--- src/rtl/p08_layer_ctrl_if.sv ---
// Pixel/config bundle between the host side and the layer controller.
// The master modport drives beam position and config writes; the slave is the controller.
interface p08_layer_ctrl_if;
    logic [9:0]  hpos;
    logic [9:0]  vpos;
    logic        visible;
    logic        frame_start;
    logic        cfg_valid;
    logic        cfg_ready;
    logic [1:0]  cfg_addr;
    logic [11:0] cfg_data;
    logic        map_en;
    logic        debug_en;
    logic [5:0]  bg_rgb;
    logic        cfg_pending;
    logic [7:0]  frame_count;

    modport master (
        output hpos, vpos, visible, frame_start, cfg_valid, cfg_addr, cfg_data,
        input  cfg_ready, map_en, debug_en, bg_rgb, cfg_pending, frame_count
    );

    modport slave (
        input  hpos, vpos, visible, frame_start, cfg_valid, cfg_addr, cfg_data,
        output cfg_ready, map_en, debug_en, bg_rgb, cfg_pending, frame_count
    );
endinterface

--- src/rtl/p08_layer_ctrl.sv ---
// Frame-synchronous layer controller for the raybox-zero pixel mux.
// Host writes go to shadow registers; the whole set is copied to the active registers in a
// single COMMIT cycle after frame_start, so a layer never changes mid-frame. Per-pixel
// outputs are registered and derived from the active registers only.
module p08_layer_ctrl #(
    parameter int unsigned MAP_SIZE   = 64,
    parameter int unsigned HORIZON    = 240,
    parameter int unsigned DEBUG_ROWS = 8,
    parameter int unsigned BLINK_BIT  = 4
) (
    input logic              clk,
    input logic              reset,
    p08_layer_ctrl_if.slave  bus_io
);

    localparam logic [5:0] SkyReset   = 6'b010101;
    localparam logic [5:0] FloorReset = 6'b101010;

    typedef enum logic [1:0] {
        StIdle,
        StPending,
        StCommit
    } state_e;

    state_e      state_q;
    logic        cfg_ready_q;
    logic        cfg_pending_q;
    logic [7:0]  frame_count_q;

    // Shadow (host-visible) configuration.
    logic [2:0]  sh_flags_q, sh_flags_d;
    logic [9:0]  sh_map_x_q, sh_map_x_d;
    logic [9:0]  sh_map_y_q, sh_map_y_d;
    logic [5:0]  sh_sky_q, sh_sky_d;
    logic [5:0]  sh_floor_q, sh_floor_d;

    // Active configuration seen by the pixel path.
    logic [2:0]  act_flags_q;
    logic [9:0]  act_map_x_q;
    logic [9:0]  act_map_y_q;
    logic [5:0]  act_sky_q;
    logic [5:0]  act_floor_q;

    // Registered pixel outputs.
    logic        map_en_q, map_en_d;
    logic        debug_en_q, debug_en_d;
    logic [5:0]  bg_rgb_q, bg_rgb_d;

    logic        cfg_accept;
    logic        debug_on;
    logic        map_on;
    logic        blink;
    logic [10:0] hpos_w;
    logic [10:0] vpos_w;
    logic [10:0] win_x_lo;
    logic [10:0] win_x_hi;
    logic [10:0] win_y_lo;
    logic [10:0] win_y_hi;
    logic        in_win;

    assign cfg_accept = bus_io.cfg_valid & cfg_ready_q;

    assign debug_on = act_flags_q[0];
    assign map_on   = act_flags_q[1];
    assign blink    = act_flags_q[2];

    // Shadow write decode; an accepted write lands at the accepting edge.
    always_comb begin
        sh_flags_d = sh_flags_q;
        sh_map_x_d = sh_map_x_q;
        sh_map_y_d = sh_map_y_q;
        sh_sky_d   = sh_sky_q;
        sh_floor_d = sh_floor_q;
        if (cfg_accept) begin
            unique case (bus_io.cfg_addr)
                2'd0: sh_flags_d = bus_io.cfg_data[2:0];
                2'd1: sh_map_x_d = bus_io.cfg_data[9:0];
                2'd2: sh_map_y_d = bus_io.cfg_data[9:0];
                2'd3: begin
                    sh_sky_d   = bus_io.cfg_data[11:6];
                    sh_floor_d = bus_io.cfg_data[5:0];
                end
                default: ;
            endcase
        end
    end

    // Shadow registers; reset discards any uncommitted write.
    always_ff @(posedge clk or posedge reset) begin
        if (reset) begin
            sh_flags_q <= 3'b000;
            sh_map_x_q <= 10'd0;
            sh_map_y_q <= 10'd0;
            sh_sky_q   <= SkyReset;
            sh_floor_q <= FloorReset;
        end else begin
            sh_flags_q <= sh_flags_d;
            sh_map_x_q <= sh_map_x_d;
            sh_map_y_q <= sh_map_y_d;
            sh_sky_q   <= sh_sky_d;
            sh_floor_q <= sh_floor_d;
        end
    end

    // Commit FSM with registered cfg_ready/cfg_pending; COMMIT copies shadow to active.
    always_ff @(posedge clk or posedge reset) begin
        if (reset) begin
            state_q       <= StIdle;
            cfg_ready_q   <= 1'b1;
            cfg_pending_q <= 1'b0;
            act_flags_q   <= 3'b000;
            act_map_x_q   <= 10'd0;
            act_map_y_q   <= 10'd0;
            act_sky_q     <= SkyReset;
            act_floor_q   <= FloorReset;
        end else begin
            unique case (state_q)
                StIdle: begin
                    // A frame_start coinciding with the first write does not commit it.
                    if (cfg_accept) begin
                        state_q       <= StPending;
                        cfg_pending_q <= 1'b1;
                    end
                end
                StPending: begin
                    if (bus_io.frame_start) begin
                        state_q     <= StCommit;
                        cfg_ready_q <= 1'b0;
                    end
                end
                StCommit: begin
                    act_flags_q   <= sh_flags_q;
                    act_map_x_q   <= sh_map_x_q;
                    act_map_y_q   <= sh_map_y_q;
                    act_sky_q     <= sh_sky_q;
                    act_floor_q   <= sh_floor_q;
                    state_q       <= StIdle;
                    cfg_ready_q   <= 1'b1;
                    cfg_pending_q <= 1'b0;
                end
                default: begin
                    state_q       <= StIdle;
                    cfg_ready_q   <= 1'b1;
                    cfg_pending_q <= 1'b0;
                end
            endcase
        end
    end

    // Frame counter advances on every frame_start, independent of the FSM.
    always_ff @(posedge clk or posedge reset) begin
        if (reset) begin
            frame_count_q <= 8'd0;
        end else if (bus_io.frame_start) begin
            frame_count_q <= frame_count_q + 8'd1;
        end
    end

    // Window bounds are 11 bits wide so a window near 1023 clips instead of wrapping.
    assign hpos_w   = {1'b0, bus_io.hpos};
    assign vpos_w   = {1'b0, bus_io.vpos};
    assign win_x_lo = {1'b0, act_map_x_q};
    assign win_y_lo = {1'b0, act_map_y_q};
    assign win_x_hi = win_x_lo + 11'(MAP_SIZE);
    assign win_y_hi = win_y_lo + 11'(MAP_SIZE);
    assign in_win   = (hpos_w >= win_x_lo) && (hpos_w < win_x_hi) &&
                      (vpos_w >= win_y_lo) && (vpos_w < win_y_hi);

    // Per-pixel layer decisions from the active configuration.
    always_comb begin
        map_en_d   = bus_io.visible & map_on & in_win & (~blink | frame_count_q[BLINK_BIT]);
        debug_en_d = bus_io.visible & debug_on & (bus_io.vpos < 10'(DEBUG_ROWS));
        bg_rgb_d   = 6'd0;
        if (bus_io.visible) begin
            bg_rgb_d = (bus_io.vpos < 10'(HORIZON)) ? act_sky_q : act_floor_q;
        end
    end

    // One-cycle output pipeline to the mux.
    always_ff @(posedge clk or posedge reset) begin
        if (reset) begin
            map_en_q   <= 1'b0;
            debug_en_q <= 1'b0;
            bg_rgb_q   <= 6'd0;
        end else begin
            map_en_q   <= map_en_d;
            debug_en_q <= debug_en_d;
            bg_rgb_q   <= bg_rgb_d;
        end
    end

    assign bus_io.cfg_ready   = cfg_ready_q;
    assign bus_io.cfg_pending = cfg_pending_q;
    assign bus_io.frame_count = frame_count_q;
    assign bus_io.map_en      = map_en_q;
    assign bus_io.debug_en    = debug_en_q;
    assign bus_io.bg_rgb      = bg_rgb_q;

endmodule

--- src/flat_wrapper.sv ---
// flat-port wrapper written by rule: the top's interface ports become plain ports
module p08_layer_ctrl_flat 
#(
    parameter int unsigned MAP_SIZE   = 64,
    parameter int unsigned HORIZON    = 240,
    parameter int unsigned DEBUG_ROWS = 8,
    parameter int unsigned BLINK_BIT  = 4
)
  (clk, reset, bus_io_hpos, bus_io_vpos, bus_io_visible, bus_io_frame_start, bus_io_cfg_valid, bus_io_cfg_addr, bus_io_cfg_data, bus_io_cfg_ready, bus_io_map_en, bus_io_debug_en, bus_io_bg_rgb, bus_io_cfg_pending, bus_io_frame_count);
  p08_layer_ctrl_if bus_io_i ();
  input logic clk;
  input logic reset;
  input wire logic [$bits(bus_io_i.hpos)-1:0] bus_io_hpos;
  input wire logic [$bits(bus_io_i.vpos)-1:0] bus_io_vpos;
  input wire logic [$bits(bus_io_i.visible)-1:0] bus_io_visible;
  input wire logic [$bits(bus_io_i.frame_start)-1:0] bus_io_frame_start;
  input wire logic [$bits(bus_io_i.cfg_valid)-1:0] bus_io_cfg_valid;
  input wire logic [$bits(bus_io_i.cfg_addr)-1:0] bus_io_cfg_addr;
  input wire logic [$bits(bus_io_i.cfg_data)-1:0] bus_io_cfg_data;
  output wire logic [$bits(bus_io_i.cfg_ready)-1:0] bus_io_cfg_ready;
  output wire logic [$bits(bus_io_i.map_en)-1:0] bus_io_map_en;
  output wire logic [$bits(bus_io_i.debug_en)-1:0] bus_io_debug_en;
  output wire logic [$bits(bus_io_i.bg_rgb)-1:0] bus_io_bg_rgb;
  output wire logic [$bits(bus_io_i.cfg_pending)-1:0] bus_io_cfg_pending;
  output wire logic [$bits(bus_io_i.frame_count)-1:0] bus_io_frame_count;
  assign bus_io_i.hpos = bus_io_hpos;
  assign bus_io_i.vpos = bus_io_vpos;
  assign bus_io_i.visible = bus_io_visible;
  assign bus_io_i.frame_start = bus_io_frame_start;
  assign bus_io_i.cfg_valid = bus_io_cfg_valid;
  assign bus_io_i.cfg_addr = bus_io_cfg_addr;
  assign bus_io_i.cfg_data = bus_io_cfg_data;
  assign bus_io_cfg_ready = bus_io_i.cfg_ready;
  assign bus_io_map_en = bus_io_i.map_en;
  assign bus_io_debug_en = bus_io_i.debug_en;
  assign bus_io_bg_rgb = bus_io_i.bg_rgb;
  assign bus_io_cfg_pending = bus_io_i.cfg_pending;
  assign bus_io_frame_count = bus_io_i.frame_count;
  p08_layer_ctrl #(.MAP_SIZE(MAP_SIZE), .HORIZON(HORIZON), .DEBUG_ROWS(DEBUG_ROWS), .BLINK_BIT(BLINK_BIT)) u_core (.clk(clk), .reset(reset), .bus_io(bus_io_i));
endmodule
--- config.mk ---
export PLATFORM = sky130hd
export DESIGN_NAME = p08_layer_ctrl_flat
export DESIGN_NICKNAME = d
export VERILOG_FILES = /design/src/rtl/p08_layer_ctrl_if.sv /design/src/rtl/p08_layer_ctrl.sv /design/src/flat_wrapper.sv
export SDC_FILE = /design/constraint.sdc
export NUM_CORES = 1
export LEC_CHECK = 0
export ABC_CLOCK_PERIOD_IN_PS = 7800
export CAP_MARGIN = 20
export CORE_UTILIZATION = 50
export CTS_CLUSTER_SIZE = 20
export DETAILED_ROUTE_END_ITERATION = 6
export GPL_ROUTABILITY_DRIVEN = 0
export PLACE_DENSITY_LB_ADDON = 0.15
export SETUP_SLACK_MARGIN = 0.1
export SYNTH_ARGS = -nofsm -noshare
export SYNTH_HDL_FRONTEND = slang
export SYNTH_SLANG_ARGS = --single-unit
--- constraint.sdc ---
create_clock -name clk -period 7.8 [get_ports clk]
set_clock_uncertainty 0.15 [all_clocks]
set_input_delay 1.17 -clock clk [delete_from_list [all_inputs] [get_ports clk]]
set_output_delay 1.17 -clock clk [all_outputs]
set_load 0.005 [all_outputs]
==> results.toml, run 1 <==
[outcome]
status = "complete, no violations"

[route]
first_pass_iters = 6
vias = 2638
drt-vias-per-instance = 5.234
drc = 0
post_drt_wl_per_cell_um = 15.81
ant_nets = 0
drt-initial-drc-count = 82
routed_wl_mm = 7.966

[critical_path]
cp-end-kind = "flop"
crit_chain = "clkdlybuf4s50_1, inv_1, ha_1, nand2b_1, a21o_1, a21oi_1, o21ai_0, a21oi_1, nor3_2"
crit_family = "compound AO/OA/AOI/OAI gates"
cp_max_fo = 1
r2r-start = "u_core.act_map_x_q[6]"
slowest_delay_ps = 450
critical_path_required_ps = 7880
cp_data_arrival_time_ps = 2870
critPathLaunchType = "input port"
cpMostUsedCell = "a21oi_1"
r2r_end = "u_core.bus_io.map_en"
r2r_cells = 8
crit_type = "input port to flop"
critPathBufInv = 2
r2r_setup_slack_ps = 5640
slowest_stage = "clkdlybuf4s50_1"

[power]
power.leakage_uw = 0.002318
p_int_uw = 1152
seqPwrFrac_pct = 49.0
ir_drop_uv = 181.9
finalPower_uw = 1730
clkPwrFrac_pct = 16.7
p_per_area_mw_per_mm2 = 338.8
switching_share_pct = 33.41
p_sw_uw = 578.0
power.share.combinational_pct = 34.3

[global_routing]
track_usage_pct = 19.88
grt_overflow_total = 0
antenna_found_initial = 0
grt_pass1_wl_mm = 12.99
grt_pass1_vias = 2618
grt_start_max_net_pins = 56

[layout]
syn_to_final_growth_pct = 20.14
multiInputGateArea_mm2 = 0.001854
fillers = 665
layout-drive-gt1-share_pct = 9.774
antenna_cells = 0
instances_no_fill = 504
final_nets = 464
final_cell_area_mm2 = 0.005106
register_area_mm2 = 0.002268

[placed_design]
post-place-cells = 488
pre_cts_slack_ps = 4643
port_buffers = 56
place_area_mm2 = 0.004928
dpl.hpwl_mm = 5.935

[yosys]
synth.ff_latch_count = 90
synth_fp_nets = 401
synth_warnings = 0
synth_edf_count = 0
syn_area_mm2 = 0.004250
postSynthAreaPerCell_um2 = 12.84
ys_types = 34
seq_area_frac_synth_pct = 53.37
synthCells = 331
async_reset_ff_share_pct = 100.0
synth-main-ff-cell = "dfrtp_1"

[timing]
rsz0062_at_grt = "false"
tightestPinTransition_ps = 700.9
fin_ws_ps = 5018
fin_setup_tns_ps = 0
hold_viol = 0
slew_headroom_pct = 53.13
post-route-period-util_pct = 35.67
drv_slew = 0
timing.final.crit_period_ps = 2782
setup_viol = 0
fmax_mhz = 359.4

[cts]
clk_path_buf_depth = 2
cts_tree = "done"
post_cts_resize_count = 0
cts_setup_buffers = 0
ctsRootBufferMaster = "clkbuf_8"
cts_buffers = 9
path_clk_slew_ps = 90
clock_sinks = 90
clock_latency_ps = 360
hold_buffers = 0
cts_max_level = 3

[min_path]
hold_path_startpoint = "u_core.bus_io.frame_count[7]"
hold_end = "u_core.bus_io.frame_count[7]"
hold_depth = 1
hp-class = "flop to flop"

[die]
rows = 33
initial_core_util_pct = 51.73
die_area_mm2 = 0.008874
ios = 57
core_mm2 = 0.008217
die_width_um = 94.20
die_h_um = 94.20

[job]
cap_violations = 0
==> per-layer routing <==
layer | share of wire [%] | track usage [%] | up-vias
li1 | - | - | 1283
met1 | 48 | 27.17 | 1304
met2 | 48 | 31.64 | 39
met3 | 2.5 | 3.236 | 12
met4 | 1.6 | 7.692 | 0
met5 | 0 | 0 | -
==> worst reg2reg max path, delay by kind of cell, from the launching register on <==
family / cells / cell delay, ps
AO/OA/AOI/OAI: 4 / 630
XOR/XNOR: 1 / 130
adder cells (fa/ha/maj): 2 / 560
flip-flops: 1 / 440
AND/OR/NAND/NOR: 1 / 180
==> worst max-delay path by stage <==
stage,startpoint,end,slack [ps],cells past startpoint
6_report,bus_io_vpos[0],u_core.bus_io.map_en,5020,9
5_1_grt,bus_io_cfg_addr[0],u_core.sh_floor_q[4],4890,3
4_1_cts,bus_io_cfg_addr[0],u_core.sh_sky_q[5],5020,3
3_5_place_dp,bus_io_cfg_addr[0],u_core.sh_floor_q[0],4640,3
3_3_place_gp,bus_io_hpos[4],u_core.bus_io.map_en,4700,7
2_1_floorplan,reset,u_core.act_flags_q[0],4170,1
==> metrics by stage <==
step,util [%],hold WS (ps)
after floorplan,-,300.3
after global placement,59.98,310.4
after detailed placement,59.98,315.6
after CTS,62.14,329.9
after global routing,62.14,345.3
final,62.14,325.7
==> synthesized netlist by cell type (all sizes together), types with 5 or more instances <==
library cell	number	area (um2)
a21o	5	37.54
nor2	15	56.30
nor2b	6	37.54
xnor2	10	87.58
inv	26	97.59
mux2i	6	60.06
nand3	6	40.04
mux2	71	799.5
ha	31	387.9
dfstp	13	341.6
buf	6	30.03
a21oi	13	65.06
nand2	15	63.81
nand4	7	43.79
dfrtp	77	1927
==> state kept, by name, indices dropped and copies added, names as in the netlist <==
signal,flops
u_core.bus_io.debug_en,1
u_core.sh_map_y_q,10
u_core.act_map_y_q,10
u_core.sh_sky_q,6
u_core.act_flags_q,3
u_core.bus_io.map_en,1
u_core.bus_io.cfg_ready,1
u_core.act_floor_q,6
u_core.bus_io.frame_count,8
u_core.bus_io.bg_rgb,6
u_core.state_q,2
u_core.sh_floor_q,6
u_core.bus_io.cfg_pending,1
u_core.act_sky_q,6
u_core.act_map_x_q,10
u_core.sh_flags_q,3
u_core.sh_map_x_q,10
==> power by group through the flow <==
stage	Sequential, uW	Clock (uW)	Combinational, uW
5_1_grt	880	313	666
6_report	848	290	593
3_3_place_gp	849	0	570
2_1_floorplan	812	0	420
3_5_place_dp	857	0	599
4_1_cts	849	296	603
==> cell families (layout without fill, tap and decap cells) <==
kind of cell / Yosys count / after routing / share of synthesized area, %
buffers and inverters: 32 / 100 / 3.003
AND/OR/NAND/NOR: 60 / 60 / 7.389
AO/OA/AOI/OAI: 30 / 30 / 4.622
multiplexers: 77 / 77 / 20.22
adder cells (fa/ha/maj): 31 / 31 / 9.126
XOR/XNOR: 11 / 11 / 2.267
flip-flops: 90 / 90 / 53.37
==> cell usage in the layout (no fill, tap or decap), drive strengths merged, types with 4 or more instances in the layout <==
cell           synthesis  final
dfrtp                 77     77
a21o                   5      5
clkdlybuf4s50          0     56
mux2i                  6      6
nor2                  15     15
nor2b                  6      6
ha                    31     31
dfstp                 13     13
xnor2                 10     10
a21oi                 13     13
inv                   26     27
o21ai                  4      4
mux2                  71     71
nand3                  6      6
nand4                  7      7
nand2                 15     15
clkbuf                 0     10
==> cell type report <==
type,instances,area share [%]
Multi-Input combinational cell,209,36.31
Sequential cell,90,44.43
Tap cell,105,2.573
Inverter,26,1.936
Timing Repair Buffer,58,11.27
Clock inverter,6,0.9802
Clock buffer,10,2.499
Note: power is estimated with default switching activity, not from simulation.
==> inputs of run 2 (changes only) <==
- ABC_CLOCK_PERIOD_IN_PS: 7800 -> 2600
- clock period: 7.8 -> 2.6 ns (I/O delays scaled with it)
==> run 2 against run 1 <==
Effect of this change:
- sequential share of layout area fell by 0.54 points
- core utilization up 0.76 points
- first-iteration DRC count rose by 34%
- via count decreased by 0.15%
- sequential power rose to 3.0 times the previous value
- design area rose by 1.2%
- non-clock buffer count rose by 2
- count of clock-buffer cells in the layout stayed put
- global-route usage up 0.51 points
- worst setup slack got worse by 4600 ps
- largest cell class unchanged
- highest routed layer unchanged
==> results.toml, run 2 (synthesis gave the netlist of run 1 again) <==
[critical_path]
critPathLaunchType = "flop"
cp-startpoint = "u_core.act_map_x_q[6]"
cp-end-kind = "flop"
cp_data_arrival_time_ps = 2280
r2r-start = "u_core.act_map_x_q[6]"
crit_type = "flop to flop"
critical_path_required_ps = 2730
cp_max_fo = 5

[timing]
timing.final.crit_period_ps = 2147
drv_slew = 0
hold_ws_ps = 329.2
slew_headroom_pct = 65.18
setup_viol = 0
tightestPinTransition_ps = 518.3
post-route-period-util_pct = 82.56
fin_ws_ps = 453.4
rsz0062_at_grt = "false"
fmax_mhz = 465.8
hold_viol = 0
fin_setup_tns_ps = 0

[cts]
clock_latency_ps = 360
ctsRootBufferMaster = "clkbuf_8"
cts_setup_buffers = 0
hold_buffers = 0
cts_max_level = 3
cts_buffers = 9
post_cts_resize_count = 0
cts_tree = "done"
path_clk_slew_ps = 90
clk_path_buf_depth = 2
clock_sinks = 90

[route]
first_pass_iters = 5
vias = 2634
ant_nets = 0
drt-initial-drc-count = 110
routed_wl_mm = 8.000
post_drt_wl_per_cell_um = 15.81
drt-vias-per-instance = 5.206
drc = 0

[die]
die_width_um = 94.20
die_area_mm2 = 0.008874
ios = 57
initial_core_util_pct = 51.73
core_mm2 = 0.008217
rows = 33
die_h_um = 94.20

[power]
p_sw_uw = 1713
clkPwrFrac_pct = 18.6
finalPower_uw = 5297
p_per_area_mw_per_mm2 = 1025
switching_share_pct = 32.34
power.leakage_uw = 0.002353
seqPwrFrac_pct = 48.1
p_int_uw = 3584
power.share.combinational_pct = 33.2
ir_drop_uv = 502.4

[layout]
instances_no_fill = 506
final_nets = 466
syn_to_final_growth_pct = 21.61
register_area_mm2 = 0.002268
layout-drive-gt1-share_pct = 10.47
multiInputGateArea_mm2 = 0.001854
final_cell_mix = "dfrtp_1, mux2_1, clkdlybuf4s50_1"
antenna_cells = 0
fillers = 664
mostFrequentLayoutCell = "dfrtp_1"

[global_routing]
track_usage_pct = 20.39
grt_overflow_total = 0
grt_pass1_vias = 2717
grt_start_max_net_pins = 91
antenna_found_initial = 0
grt_pass1_wl_mm = 13.42

[placed_design]
pre_cts_slack_ps = 293.7
dpl.hpwl_mm = 5.904
port_buffers = 56
post-place-cells = 490

[min_path]
hold_path_startpoint = "u_core.bus_io.frame_count[7]"
hp-class = "flop to flop"

[job]
cap_violations = 0

[outcome]
status = "complete, no violations"
## run 2: path summary, 6_finish.rpt
check / end / slack (ps) / cells after the start
worst max-delay path: u_core.bus_io.map_en / 450 / 8
min in group asynchronous: u_core.act_map_x_q[1] / 350 / 3
worst min-delay path: u_core.bus_io.frame_count[7] / 330 / 1
max in group asynchronous: u_core.act_sky_q[0] / 1560 / 3
worst min register to register: u_core.bus_io.frame_count[7] / 330 / 1
worst max register to register: u_core.bus_io.map_en / 450 / 8
## run 2: worst max-delay path, stage by stage, from the launching register on
cell and delay (ps):
dfrtp_1 440, ha_1 260, xnor2_1 130, ha_1 300, a21oi_1 200, o22ai_2 90
a211oi_2 190, o311ai_1 140, nor3_2 180
## run 2: power groups by stage
stage	clock network, uW	logic, uW	registers [uW]
finish	988	1760	2550
global route	1060	2020	2650
CTS	1010	1790	2560
detailed placement	0	1780	2580
global placement	0	1710	2560
floorplan	0	1260	2440
## run 2: stage by stage
stage / util [%] / cell area (um2)
after detailed placement: 60.35 / 4959
after global routing: 62.91 / 5169
after floorplan: - / 4254
after CTS: 62.91 / 5169
after global placement: 60.35 / 4959
final: 62.91 / 5169
## run 2: area by class of cell
type                       instances  area share (%)
clock buffer                      10           2.663
timing repair buffer              60           11.67
sequential                        90           43.89
clock inverter                     6           1.404
inverter                          26           1.961
tap                              105           2.542
multi-input combinational        209           35.88
## run 2: layer usage
layer	wire (um)	vias to the layer above	track usage (%)
li1	-	1283	-
met1	3824	1294	27.63
met2	3706	45	31.82
met3	304	12	3.883
met4	165	0	8.846
met5	0	-	0
